`src/rtl/ex_issue_sequencer.sv`:
```
// Execute-stage issue sequencer: single-cycle ALU issue, plus a handshaked
// memory read that is aborted with a sticky error after TIMEOUT request cycles.
module ex_issue_sequencer #(
   parameter int TIMEOUT = 15,
   parameter int CNT_W   = 16
) (
   input  logic             clk,
   input  logic             rst_n,
   input  logic             instr_valid,
   output logic             instr_ready,
   input  logic [2:0]       instr_opselect,
   input  logic             instr_use_imm,
   output logic             mem_req,
   input  logic             mem_ack,
   input  logic             err_clr,
   output logic             enable_ex,
   output logic [2:0]       opselect,
   output logic             control_in,
   output logic             timeout_err,
   output logic [CNT_W-1:0] issue_count
);

   typedef enum logic {IDLE, MEM_WAIT} state_t;

   localparam logic [2:0] OP_ARITH = 3'b001;
   localparam logic [2:0] OP_MREAD = 3'b101;
   localparam logic [7:0] WAIT_LAST = 8'(TIMEOUT - 1);

   state_t     state;
   logic [7:0] wait_cnt;
   logic       accept;

   // Ready drops with reset so nothing is accepted while the block is held.
   assign instr_ready = (state == IDLE) && rst_n;
   assign accept      = instr_valid && instr_ready;

   always_ff @(posedge clk or negedge rst_n) begin
      if (!rst_n) begin
         state       <= IDLE;
         wait_cnt    <= 8'd0;
         mem_req     <= 1'b0;
         enable_ex   <= 1'b0;
         opselect    <= 3'b000;
         control_in  <= 1'b0;
         timeout_err <= 1'b0;
         issue_count <= '0;
      end else begin
         enable_ex <= 1'b0;
         // Clear first so a same-cycle abort below overrides it.
         if (err_clr) timeout_err <= 1'b0;

         unique case (state)
            IDLE: begin
               if (accept) begin
                  if (instr_opselect == OP_ARITH) begin
                     enable_ex   <= 1'b1;
                     opselect    <= OP_ARITH;
                     control_in  <= instr_use_imm;
                     issue_count <= issue_count + CNT_W'(1);
                  end else if (instr_opselect == OP_MREAD) begin
                     mem_req  <= 1'b1;
                     wait_cnt <= 8'd0;
                     state    <= MEM_WAIT;
                  end
               end
            end
            MEM_WAIT: begin
               if (mem_ack) begin
                  mem_req     <= 1'b0;
                  enable_ex   <= 1'b1;
                  opselect    <= OP_MREAD;
                  control_in  <= 1'b1;
                  issue_count <= issue_count + CNT_W'(1);
                  state       <= IDLE;
               end else if (wait_cnt == WAIT_LAST) begin
                  // Abort still strobes execute; control_in=0 tells it to hold.
                  mem_req     <= 1'b0;
                  enable_ex   <= 1'b1;
                  opselect    <= OP_MREAD;
                  control_in  <= 1'b0;
                  timeout_err <= 1'b1;
                  issue_count <= issue_count + CNT_W'(1);
                  state       <= IDLE;
               end else begin
                  wait_cnt <= wait_cnt + 8'd1;
               end
            end
            default: state <= IDLE;
         endcase
      end
   end

endmodule

```
`config.mk`:
```
export PLATFORM = sky130hd
export DESIGN_NAME = ex_issue_sequencer
export DESIGN_NICKNAME = d
export VERILOG_FILES = /design/src/rtl/ex_issue_sequencer.sv
export SDC_FILE = /design/constraint.sdc
export NUM_CORES = 1
export LEC_CHECK = 0
export ABC_AREA = 1
export BUFFER_PORTS_ARGS = -buffer_cell sky130_fd_sc_hd__clkbuf_2
export CAP_MARGIN = 5
export CELL_PAD_IN_SITES_DETAIL_PLACEMENT = 1
export CELL_PAD_IN_SITES_GLOBAL_PLACEMENT = 2
export CORE_ASPECT_RATIO = 1.4
export CORE_MARGIN = 5
export CORE_UTILIZATION = 35
export CTS_BUF_LIST = sky130_fd_sc_hd__clkbuf_4
export DETAILED_ROUTE_END_ITERATION = 8
export PLACE_DENSITY_LB_ADDON = 0.1
export SETUP_SLACK_MARGIN = 0.05
export SLEW_MARGIN = 0
export SYNTH_ARGS = -nofsm -noshare
export SYNTH_HDL_FRONTEND = slang
export SYNTH_SLANG_ARGS = --single-unit
```
`constraint.sdc`:
```
create_clock -name clk -period 4.06 [get_ports clk]
set_clock_uncertainty 0.1 [all_clocks]
set_input_delay 0.609 -clock clk [delete_from_list [all_inputs] [get_ports clk]]
set_output_delay 0.609 -clock clk [all_outputs]
set_load 0.005 [all_outputs]
```
==> results by stage <==
Detailed routing:
- After detailed routing, the number of remaining DRC violations is 0.
- The wire length on met3 is 157 um.
- After detailed routing, the average wire length per cell comes to 13.2 um.
- The length of routed wiring on met1 is 1.96 mm.
- After the first detailed-routing iteration, the DRC count stood at 62.
- Using the TritonRoute via totals, the vias-per-cell ratio works out to 4.73.
- Before antenna repair, the detailed router went through 4 iterations.
- The count of nets left with antenna violations once routing finished came out at 0.
- The top routing layer in use is met4.
- After detailed routing, the total wire length is approximately 4.7 mm.
- The met2 wire length is 2.48 mm.
- Summing over every cut layer, the via total after detailed routing is 1678.

Setup path:
- Walking the worst path, the cells encountered are clkbuf_2 -> inv_1 -> nor2_1 -> clkbuf_2.
- The depth of the critical timing path with buffers and inverters included is 4.
- The end of the critical path is instr_ready.
- The worst setup path is launched from a primary input.
- The data arrival time of the critical path is ~1.2 ns.
- In this design, the largest share of critical-path delay is due to buffers and inverters.
- STA classifies the critical path endpoint as an output pin.
- The most critical setup path has its startpoint at rst_n.
- The end of the worst register-to-register path is issue_count[6].
- Along the worst path, the maximum fanout reaches 14.
- The startpoint of the worst register-to-register path is wait_cnt[0].
- The number of cells on the worst reg-to-reg path is 7.
- The type of the worst setup path is in2out.
- The internal reg-to-reg setup slack is approximately 2.3 ns.
- The critical path's largest stage delay is between 0.3 and 0.4 ns.
- At the worst endpoint, the required time is 3.35 ns.
- The highest-delay cell along the critical path is sky130_fd_sc_hd__clkbuf_2.
- The cell with the most instances on the worst path is sky130_fd_sc_hd__clkbuf_2.
- The total buffers and inverters traversed by the critical path is 3.

Synth:
- The most common flop cell mapped by yosys is sky130_fd_sc_hd__dfrtp_1.
- The synthesized design contains 0 enable-type register cells.
- The synthesized design spends more area on one cell type than any other, namely sky130_fd_sc_hd__dfrtp_1.
- After synthesis the netlist holds a flip-flop and latch count of 31.
- During synthesis, Yosys emitted a total of 0 warnings.
- The unique cell type count in the Yosys netlist is 28.
- The average instance in the mapped netlist occupies between 7 and 8 um^2.
- The post-synthesis async set-or-reset flop share is 100%.
- In this run the cell area of the synthesized design comes to 1840 um^2.
- The proportion of synthesized chip area in sequential cells is 42.2%.
- In the post-synthesis netlist, the biggest area contributors are sky130_fd_sc_hd__dfrtp_1, sky130_fd_sc_hd__nand2_1, sky130_fd_sc_hd__nor2_1, sky130_fd_sc_hd__inv_1, sky130_fd_sc_hd__nand3_1.
- The number of nets in the synthesized netlist is 265.
- The gate count of the mapped netlist is ~250.
- The area share of the leading cell type in the synthesized netlist is 42.2%.

Pwr:
- In this run, flip-flops and latches consume 54.3% of the power.
- The leakage power figure is slightly above 1 nW.
- The share of total power dissipated in the clock network is between 20% and 30%.
- The internal portion of the total power is 0.488 mW.
- The proportion of total power due to net switching is approximately a third.
- Combinational logic is responsible for 21.8% of the overall power.
- The power spent charging and discharging nets is 0.263 mW.
- The total power is 0.751 mW.
- IR analysis of the VDD net gives a maximum drop of 0.130 mV.
- The power per cell area is 359 nW/um^2.

Floorplan:
- The count of boundary I/O pins is 33.
- The core region area is 5120 um^2.
- The die width is 71.2 um.
- The floorplan has 31 rows.
- The die covers 6820 um^2.
- From bottom edge to top edge, the die measures between 90 and 100 um.
- The initial core utilization is between 30 and 40%.

Layout:
- In the final layout, the share of cells above drive strength 1 is 20.1%.
- The area growth from synthesis to layout is 14.0%.
- The layout has a little under 700 filler cells.
- After routing the design area is 2090 um^2.
- The library cell used most frequently in the layout, excluding fill and tap cells, is sky130_fd_sc_hd__nand2_1.
- The repair_antennas step left the layout with diodes totalling 0.
- The number of nets in the layout is 300.
- In the layout the commonest cells are sky130_fd_sc_hd__nand2_1, sky130_fd_sc_hd__dfrtp_1, sky130_fd_sc_hd__clkbuf_2.

Placement:
- The estimated wirelength of the detail-placed design is 3.60 mm.
- The standard cell area after detailed placement is 2040 um^2.
- The count of buffers added on input and output ports is 31.
- The final weighted congestion in routability-driven placement is 0.719.

Global routing:
- The total global-route track usage is roughly 16%.
- The pin count of the biggest net entering global routing is 23.
- For this run the aggregate overflow at the end of global routing stands at 0.
- The first global-routing pass estimated 8.25 mm of wire.
- The initial antenna violation count is 0.
- The number of global-route vias before repair came to 1736.

Clock network:
- The CTS tree is yes.
- Gates resized during post-CTS repair numbered 0.
- The clock latency reported for the late side of the worst-skew pair is about 0.33 ns.
- Counting every sink on the clock net gives 31.
- In this run the number of H-tree levels came out at 2.
- The post-CTS repair timing setup buffer count is 0.
- In this run, post-CTS hold repair placed 0 buffers.
- The root buffer cell chosen for the clock tree is sky130_fd_sc_hd__clkbuf_4.
- The number of buffers created by CTS is 5.
- Counting along the longest clock path gives a buffer depth of 2.
- Clock-pin slew was measured on the worst setup and hold paths at 0.11 ns.

Outcome:
- The run finished with clean final reports.

Timing:
- The minimum hold slack is 0.0752 ns.
- Setup violations remaining at the end of the flow were counted as 0.
- Setup repair after global routing left no endpoint under its margin.
- The number of hold-slack violations in the final timing report is 0.
- The sum of negative setup slack is 0 ns.
- For this run, the top clock speed supported by timing is 514 MHz.
- The routed design could run at a clock period as short as 1.95 ns.
- The total count of max-transition violations in the final report is 0.
- The post-route fraction of the period consumed by the critical path is 48.0%.

Min path:
- The tightest min-delay check is of the in2async type.

Run:
- Max-cap violations in this run came to 0.
[area by class of cell]
class / instances / area, um^2 / share of cell area [%]
inverter: 22 / 82.6 / 3.95
clock buffer: 5 / 37.5 / 1.79
multi-input combinational: 196 / 937 / 44.8
clock inverter: 3 / 15.0 / 0.717
timing repair buffer: 32 / 163 / 7.77
tap: 66 / 82.6 / 3.95
sequential: 31 / 776 / 37.1
[how the worst min path moves through the flow]
| stage | end | slack (ns) | cells past startpoint |
|---|---|---|---|
| detailed placement | opselect[0] | 0.35 | 1 |
| CTS | state | 0.07 | 1 |
| finish | wait_cnt[3] | 0.08 | 1 |
| global route | state | 0.07 | 1 |
| floorplan | control_in | 0.21 | 0 |
| global placement | opselect[0] | 0.35 | 1 |
[cell usage after synthesis, types with 4 or more instances]
cell / n
sky130_fd_sc_hd__dfrtp_1: 31
sky130_fd_sc_hd__inv_1: 19
sky130_fd_sc_hd__xnor2_1: 5
sky130_fd_sc_hd__nand3_1: 11
sky130_fd_sc_hd__nand4_1: 5
sky130_fd_sc_hd__o21ai_0: 5
sky130_fd_sc_hd__nor2_1: 27
sky130_fd_sc_hd__nand2_1: 112
sky130_fd_sc_hd__o21ai_2: 4
[kinds of logic (layout without fill, tap and decap cells)]
kind of cell | count (synthesis) | count (layout) | share of synthesized area, %
and+or+nand+nor | 171 | 171 | 39.9
DFF | 31 | 31 | 42.2
buffers and inverters | 26 | 62 | 6.74
AOI/OAI and AO/OA | 13 | 13 | 5.11
xor gates and xnor gates | 8 | 8 | 3.81
adders and majority gates | 3 | 3 | 2.04
other | 1 | 1 | 0.204
[routing by layer]
metal	vias to the layer above	track usage (%)
li1	848	-
met1	798	17.3
met5	-	0
met2	24	28.8
met4	0	5.80
met3	8	3.13
[power by group through the flow]
stage	registers [mW]	clock network (mW)	logic, mW
global route	0.421	0.204	0.189
detailed placement	0.417	0	0.169
finish	0.408	0.179	0.164
global placement	0.416	0	0.165
floorplan	0.404	0	0.103
CTS	0.411	0.190	0.170
[flip-flops by register name, summed over array words and instances (netlist names)]
register / cells
issue_count: 16
wait_cnt: 8
opselect: 2
control_in: 1
enable_ex: 1
mem_req: 1
state: 1
timeout_err: 1
[stage by stage]
stage / worst slack, ns / utilization, % / std cells
finish: 2.11 / 40.9 / 355
global route: 2.00 / 40.9 / 355
CTS: 2.08 / 40.9 / 355
detailed placement: 1.98 / 39.9 / 347
global placement: 2.01 / 39.9 / 347
floorplan: 2.58 / - / 253
Power figures use the tool's default switching activity.
